**src/rtl/trap_ctrl.sv**
```systemverilog
`default_nettype none
// ============================================================================
// trap_ctrl : trap/MRET sequencer that owns the CSR write port during traps
// Rev 1.0
// ============================================================================
module trap_ctrl #(
  parameter int XLEN         = 64,
  parameter bit MTVEC_VEC_EN = 1'b1
) (
  input  logic            clk,
  input  logic            reset,
  input  logic            exc_valid,
  input  logic            exc_interrupt,
  input  logic [4:0]      exc_code,
  input  logic [XLEN-1:0] exc_pc,
  input  logic [XLEN-1:0] exc_tval,
  input  logic            mret_valid,
  output logic            req_ready,
  input  logic            w_csr_valid,
  input  logic [11:0]     w_csr_wa,
  input  logic [XLEN-1:0] w_csr_wd,
  input  logic [XLEN-1:0] mtvec_rd,
  input  logic [XLEN-1:0] mepc_rd,
  input  logic [XLEN-1:0] mstatus_rd,
  output logic            csr_valid,
  output logic [11:0]     csr_wa,
  output logic [XLEN-1:0] csr_wd,
  output logic            stall,
  output logic            flush,
  output logic            redirect_valid,
  output logic [XLEN-1:0] redirect_pc
);

  localparam logic [2:0] c_idle     = 3'd0;
  localparam logic [2:0] c_w_mepc   = 3'd1;
  localparam logic [2:0] c_w_mcause = 3'd2;
  localparam logic [2:0] c_w_mtval  = 3'd3;
  localparam logic [2:0] c_w_mstat  = 3'd4;
  localparam logic [2:0] c_redir    = 3'd5;

  localparam logic [11:0] c_addr_mstatus = 12'h300;
  localparam logic [11:0] c_addr_mepc    = 12'h341;
  localparam logic [11:0] c_addr_mcause  = 12'h342;
  localparam logic [11:0] c_addr_mtval   = 12'h343;

  logic [2:0]      r_state;
  logic [2:0]      w_next_state;
  logic            r_mret;
  logic            r_intr;
  logic [4:0]      r_code;
  logic [XLEN-1:0] r_pc;
  logic [XLEN-1:0] r_tval;

  logic            w_idle;
  logic            w_vec_mode;
  logic [XLEN-1:0] w_trap_base;
  logic [XLEN-1:0] w_vec_off;
  logic [XLEN-1:0] w_trap_pc;
  logic [XLEN-1:0] w_mcause;
  logic [XLEN-1:0] w_mstat_new;

  assign w_idle = (r_state == c_idle);

  always_comb begin
    w_next_state = r_state;
    case (r_state)
      c_idle: begin
        if (exc_valid)       w_next_state = c_w_mepc;
        else if (mret_valid) w_next_state = c_w_mstat;
      end
      c_w_mepc:   w_next_state = c_w_mcause;
      // Interrupts carry no trap value, so mtval is left untouched.
      c_w_mcause: w_next_state = r_intr ? c_w_mstat : c_w_mtval;
      c_w_mtval:  w_next_state = c_w_mstat;
      c_w_mstat:  w_next_state = c_redir;
      c_redir:    w_next_state = c_idle;
      default:    w_next_state = c_idle;
    endcase
  end

  always_ff @(posedge clk or negedge reset) begin
    if (!reset) begin
      r_state <= c_idle;
      r_mret  <= 1'b0;
      r_intr  <= 1'b0;
      r_code  <= 5'd0;
      r_pc    <= '0;
      r_tval  <= '0;
    end else begin
      r_state <= w_next_state;
      if (w_idle) begin
        if (exc_valid) begin
          r_mret <= 1'b0;
          r_intr <= exc_interrupt;
          r_code <= exc_code;
          r_pc   <= exc_pc;
          r_tval <= exc_tval;
        end else if (mret_valid) begin
          r_mret <= 1'b1;
          r_intr <= 1'b0;
        end
      end
    end
  end

  generate
    if (MTVEC_VEC_EN) begin : g_vec
      assign w_vec_mode = (mtvec_rd[1:0] == 2'b01) & r_intr;
    end else begin : g_direct
      assign w_vec_mode = 1'b0;
    end
  endgenerate

  assign w_trap_base = {mtvec_rd[XLEN-1:2], 2'b00};
  assign w_vec_off   = {{(XLEN-7){1'b0}}, r_code, 2'b00};
  assign w_trap_pc   = w_trap_base + (w_vec_mode ? w_vec_off : '0);
  assign w_mcause    = {r_intr, {(XLEN-6){1'b0}}, r_code};

  // Trap stacks MIE into MPIE; MRET restores it and re-arms MPIE.
  always_comb begin
    w_mstat_new        = mstatus_rd;
    w_mstat_new[12:11] = 2'b11;
    if (r_mret) begin
      w_mstat_new[3] = mstatus_rd[7];
      w_mstat_new[7] = 1'b1;
    end else begin
      w_mstat_new[7] = mstatus_rd[3];
      w_mstat_new[3] = 1'b0;
    end
  end

  always_comb begin
    req_ready      = w_idle;
    stall          = ~w_idle;
    flush          = ~w_idle;
    redirect_valid = 1'b0;
    redirect_pc    = '0;
    csr_valid      = 1'b1;
    csr_wa         = 12'h000;
    csr_wd         = '0;
    case (r_state)
      c_idle: begin
        // Reset masks the pass-through so the CSR file sees no write.
        csr_valid = reset & w_csr_valid;
        csr_wa    = reset ? w_csr_wa : 12'h000;
        csr_wd    = reset ? w_csr_wd : '0;
      end
      c_w_mepc: begin
        csr_wa = c_addr_mepc;
        csr_wd = r_pc;
      end
      c_w_mcause: begin
        csr_wa = c_addr_mcause;
        csr_wd = w_mcause;
      end
      c_w_mtval: begin
        csr_wa = c_addr_mtval;
        csr_wd = r_tval;
      end
      c_w_mstat: begin
        csr_wa = c_addr_mstatus;
        csr_wd = w_mstat_new;
      end
      c_redir: begin
        csr_valid      = 1'b0;
        redirect_valid = 1'b1;
        redirect_pc    = r_mret ? mepc_rd : w_trap_pc;
      end
      default: begin
        csr_valid = 1'b0;
      end
    endcase
  end

endmodule
`default_nettype wire

```
**config.mk**
```make
export PLATFORM = sky130hd
export DESIGN_NAME = trap_ctrl
export DESIGN_NICKNAME = d
export VERILOG_FILES = /design/src/rtl/trap_ctrl.sv
export SDC_FILE = /design/constraint.sdc
export NUM_CORES = 1
export LEC_CHECK = 0
export ABC_AREA = 1
export BUFFER_PORTS_ARGS = -buffer_cell sky130_fd_sc_hd__buf_2
export CORE_AREA = 4 4 211 213
export CTS_BUF_LIST = sky130_fd_sc_hd__clkbuf_4
export DETAILED_ROUTE_END_ITERATION = 16
export DIE_AREA = 0 0 215 217
export PLACE_DENSITY = 0.63
export SLEW_MARGIN = 20
export SYNTH_ARGS = -nofsm -noshare
export SYNTH_HDL_FRONTEND = slang
export SYNTH_SLANG_ARGS = --single-unit
```
**constraint.sdc**
```tcl
create_clock -name clk -period 2.8 [get_ports clk]
set_clock_uncertainty 0.2 [all_clocks]
set_input_delay 0.56 -clock clk [delete_from_list [all_inputs] [get_ports clk]]
set_output_delay 0.56 -clock clk [all_outputs]
set_load 0.05 [all_outputs]
```
# Word level (Yosys, flattened, before mapping)

Cells that the tools add are included.

Muxes and demuxes: 19
Reductions and logical operators: 5
Add/subtract/negate cells: 1
Bitwise gates (word level): 3
Eq/ne operators: 7

Operators by type and width:

| operator                                                              | number |
|---|---|
| 64-bit case mux with 5 select lines                                   | 1 |
| 64-bit 2-to-1 mux                                                     | 3 |
| 64-bit by 7-bit adder with 64-bit output                              | 1 |
| 12-bit case mux with 5 select lines                                   | 1 |
| 3-bit case mux with 5 select lines                                    | 1 |
| 12-bit 2-to-1 mux                                                     | 1 |
| 3-bit 2-to-1 mux                                                      | 3 |
| 1-bit 2-to-1 mux                                                      | 7 |
| 7-bit 2-to-1 mux                                                      | 1 |
| 3-bit by 2-bit equality test with 1-bit output, second input constant | 2 |
| 3-bit equality test, second input constant                            | 2 |
| 2-bit AND reduction                                                   | 2 |
| 4-bit OR reduction                                                    | 1 |
| 3-bit by 1-bit equality test with 1-bit output, second input constant | 1 |
| 3-bit zero test                                                       | 1 |
| 3-bit != test, second input constant                                  | 1 |
| 1-bit bitwise AND                                                     | 2 |
| 2-bit by 1-bit equality test with 1-bit output, second input constant | 1 |
| 1-bit case mux with 2 select lines                                    | 1 |
| 2-bit nonzero test                                                    | 1 |
| 1-bit inverter                                                        | 1 |

Input bits: 407
Bits in registers: 138

# Longest topological paths before layout

Word-level depth: 6
Gate-level depth with buffers: 18
Gate-level depth less buffers: 17

# Worst setup path before layout

No wires, ideal clock.

Path kind: input to output
Start point: input mtvec_rd[1]
End point: output redirect_pc[50]
Arrival time: 2.441 ns
Data required time: 2.040 ns
Setup slack: -0.401 ns
Stages on the path: 16
Cell sequence: nor2_1 -> nand2_1 -> nor2_1 -> ha_1 -> fa_1 -> nand2_1 -> nand2_1 -> nand3_1 -> nand2_1 -> nand2_1 -> inv_1 -> nand2_1 -> nand2_1 -> nand3_1 -> nand2_1 -> inv_1

Longest elaborated chain between the ends: 6

Ends and longest elaborated chain:

| element                                        | line | source |
|---|---|---|
| start, declared                                | 22   | `input logic [XLEN-1:0] mtvec_rd,` |
| 2-bit by 1-bit equality test with 1-bit output | 108  | `assign w_vec_mode = (mtvec_rd[1:0] == 2'b01) & r_intr;` |
| 1-bit bitwise AND                              | 108  |  |
| 7-bit 2-to-1 mux                               | 116  | `assign w_trap_pc = w_trap_base + (w_vec_mode ? w_vec_off : '0);` |
| 64-bit by 7-bit adder with 64-bit output       | 116  |  |
| 64-bit 2-to-1 mux                              | 167  | `redirect_pc = r_mret ? mepc_rd : w_trap_pc;` |
| 64-bit 2-to-1 mux                              | 141  | `case (r_state)` |
| end, declared                                  | 31   | `output logic [XLEN-1:0] redirect_pc` |

Every way passes these cells.

# Worst setup path in the final report

Start point: register r_intr
End point: output redirect_pc[22]

Longest elaborated chain between the ends: 5

Ends and longest elaborated chain:

| element                                  | line | source |
|---|---|---|
| start, declared                          | 49   | `logic r_intr;` |
| start signal, assigned                   | 94   | `r_intr <= exc_interrupt;` |
| 1-bit bitwise AND                        | 108  |  |
| 7-bit 2-to-1 mux                         | 116  |  |
| 64-bit by 7-bit adder with 64-bit output | 116  |  |
| 64-bit 2-to-1 mux                        | 167  |  |
| 64-bit 2-to-1 mux                        | 141  |  |

Every way passes these cells.

==> flow_summary.toml <==
[layout]
drive_gt1_share_pct = 45.05
final_common_cell = "nand2_1"
layout_common_cells = "724 x nand2_1, 405 x buf_2, 233 x nor2_1"
register_area_um2 = 3455
finalInstanceArea_um2 = 21280
syn2layout_area_growth_pct = 101.9
fillers = 4047
multi_input_area_um2 = 7899
final_nets = 3118
fin_cells = 3269

[setup_path]
worstPathMaxFanout = 5
r2r-end = "r_tval[48]$_DFFE_PN0P_"
cp.required_ns = 2.04
cp_top_family = "simple AND/OR/NAND/NOR gates"
crit_cells = 15
crit_chain = "inv_2 -> nor2_4 -> nand2_4 -> nor2_4 -> ha_4 -> fa_2 -> buf_4 -> nand3_1 -> nand3_2 -> nand2_2 -> nand3_1 -> nand3_1 -> nand2_1 -> inv_1 -> buf_4"
r2r_start = "r_state[1]$_DFFE_PN0P_"
cp-start-kind = "flip-flop"
startpoint = "r_intr$_DFFE_PN0P_"
worst_path_most_repeated_cell = "nand3_1"
slowest_delay_ns = 0.42
critPathKind = "flip-flop to primary output"
r2r.worst_path.cells = 12
r2r_slack_ns = 0.43
critPathCapture = "redirect_pc[22]"
path_buf_inv = 4
cp.arrival_ns = 3.04
end_kind = "primary output"
slowest_stage = "fa_2"

[cts]
cts_root_buffer = "clkbuf_4"
cts_tree = "built"
clk_path_buf_depth = 2
clock_sinks = 138
cts_max_level = 4
clk_latency_ns = 0.60
path_clk_slew_ns = 0.13
cts_buffers = 17

[synthesis]
synthCells = 1809
synth.avg_cell_area_um2 = 5.826
synth-edff-count = 0
ys_seq_elements = 138
seq_area_frac_synth_pct = 32.76
synth_nets = 2222
synth_top_area_share_pct = 32.76
synth-async-reset-ratio_pct = 100.0
synth_area_um2 = 10540
netlist-cell-type-count = 39
yosysWarnings = 0
yosysTopAreaCell = "dfrtp_1"
synth_ff_type = "dfrtp_1"
synthTopCellsByArea = "dfrtp_1 33%, nand2_1 32%, nor2_1 9.2%"

[route]
drtIter0Drc = 892
viasPerCell = 4.804
wl_per_cell_um = 20.42
drc = 0
drt-pass1-iter-count = 5
postRouteAntennaNets = 0
via_count = 15710
wl_mm = 66.76

[place]
dp_cells = 3010
placed_cell_area_um2 = 15590
io_buffer_count = 549
dp_hpwl_mm = 47.48
routabilityCongestion = 0.9590

[global_routing]
antenna_found_initial = 17
grt-ovfl-total = 0
grt_pass1_vias = 15190
gr-usage-all-layers_pct = 25.01
grt_pass1_wl_mm = 90.20
grt_max_degree = 119

[floorplanning]
die_h_um = 217
boundaryPins = 552
core_area_um2 = 42700
start_util_pct = 24.69
die_x_um = 215
die-area_um2 = 46660
rows = 76

[power_and_ir_drop]
switching_share_pct = 52.91
clkPwrFrac_pct = 6.7
switchingPower_w = 0.01020
powerDensity_nw_per_um2 = 906.2
comb_power_share_pct = 74.9
vdd_ir_drop_max_v = 0.0007502
p_int_w = 0.009079
leakagePower_nw = 10.96
power_w = 0.01928
power_frac_seq_pct = 18.4

[flow_run]
cap_viol_max_count = 0

[timing]
max_freq_mhz = 263.4
relSlewSlack_pct = 48.19
worst_slack_ns = -0.9958
setup_viol = 131
tightest_slew_ns = 0.7772
period_needed_ns = 3.796
maxSlewViolCount = 0
hold_ws_ns = -0.01072
rsz0062_at_grt = "yes"
finalHoldViolations = 3
period_share_pct = 135.6

[worst_hold_path]
min_path_type = "input port to asynchronous set/reset pin"

[outcome]
status = "finished, violations left"
failed_checks = "negative hold slack, negative setup slack"
cell families (layout without fill, tap and decap cells):
logic type      count (synthesis)  count (layout)  synth area share (%)
flops                         138             138                 32.76
xor+xnor                       17              17                 1.413
simple gates                 1333            1333                 50.96
fa+ha+maj                       6               6                0.7835
other cells                     0               6                     0
buf+inv                       233            1141                 9.330
compound gates                 82              82                 4.748
layer usage:
layer  wire length, um  global-route usage [%]  vias up
li1                  -                       -     7393
met1             25580                   29.44     7379
met2             33780                   45.87      761
met3              4536                   5.082      166
met4              2818                   7.666        6
met5                34                       0        -
sequential cells by signal, indices dropped and copies added (netlist names):
| signal | flops |
|---|---|
| r_mret | 1 |
| r_state | 3 |
| r_intr | 1 |
| r_tval | 64 |
| r_code | 5 |
| r_pc | 64 |
repair_timing:
action | 4_1_cts | 5_1_grt
hold buffers | 136 | 0
gates cloned | 6 | 18
pin swaps | 86 | 100
endpoints found under the setup margin | 142 | 144
resized for setup | 365 | 469
buffers inserted | 18 | 50
endpoints found under the hold margin | 156 | 0
synthesized netlist by cell type, types with 2 or more instances:
| cell type | n |
|---|---|
| a21oi_1 | 5 |
| a221oi_1 | 4 |
| a22o_1 | 2 |
| a22oi_1 | 22 |
| and2_0 | 2 |
| buf_1 | 3 |
| buf_2 | 24 |
| buf_4 | 12 |
| buf_6 | 3 |
| clkbuf_1 | 33 |
| dfrtp_1 | 138 |
| ha_1 | 5 |
| inv_1 | 147 |
| inv_2 | 8 |
| nand2_1 | 885 |
| nand3_1 | 104 |
| nand3b_1 | 7 |
| nand4_1 | 56 |
| nor2_1 | 259 |
| nor2_2 | 6 |
| nor2_4 | 3 |
| nor3_1 | 2 |
| o21ai_0 | 41 |
| o21ai_1 | 3 |
| o21bai_1 | 3 |
| or2_0 | 4 |
| xnor2_1 | 9 |
| xor2_1 | 8 |
worst min path at each step:
stage / cells after the start / to / from
global placement: 2 / r_pc[19]$_DFFE_PN0P_ / r_pc[19]$_DFFE_PN0P_
global route: 3 / r_pc[54]$_DFFE_PN0P_ / reset
CTS: 3 / r_tval[53]$_DFFE_PN0P_ / reset
detailed placement: 2 / r_pc[36]$_DFFE_PN0P_ / r_pc[36]$_DFFE_PN0P_
floorplan: 0 / r_code[0]$_DFFE_PN0P_ / reset
finish: 3 / r_pc[54]$_DFFE_PN0P_ / reset
power by group through the flow:
stage          sequential (W)  clock (W)  combinational (W)
2_1_floorplan         0.00337          0            0.00657
3_5_place_dp          0.00349          0             0.0102
4_1_cts               0.00346    0.00131             0.0118
5_1_grt               0.00364    0.00141             0.0152
3_3_place_gp          0.00346          0             0.0101
6_report              0.00355    0.00128             0.0144
worst reg2reg max path, stage by stage, from the launching register on:
cell     delay [ns]
dfrtp_2        0.45
buf_6          0.13
buf_6          0.11
inv_4          0.06
nand2_4        0.07
nor2_4         0.14
buf_6          0.14
inv_8          0.07
nor2_4         0.23
inv_4          0.04
buf_4          0.33
nand2_1        0.22
nand2_1        0.07
metrics by stage:
stage	setup WS, ns	hold WS (ns)	setup TNS, ns	utilization [%]
after floorplan	-0.2475	0.06441	-5.442	-
after global placement	-0.7692	0.2544	-34.01	36.52
after detailed placement	-0.7966	0.2582	-36.73	36.52
after CTS	-0.9948	0.03174	-77.26	43.97
after global routing	-1.136	0.02774	-96.00	49.82
final	-0.9958	-0.01072	-75.05	49.83
cell type report:
| type | instances | share of cell area [%] |
|---|---|---|
| Clock buffer | 17 | 0.5999 |
| Antenna cell | 6 | 0.07057 |
| Timing Repair inverter | 1 | 0.04117 |
| Clock inverter | 14 | 0.5763 |
| Sequential cell | 138 | 16.24 |
| Multi-Input combinational cell | 1438 | 37.13 |
| Inverter | 156 | 3.440 |
| Tap cell | 546 | 3.211 |
| Timing Repair Buffer | 953 | 38.70 |
(Power assumes the default switching activity.)
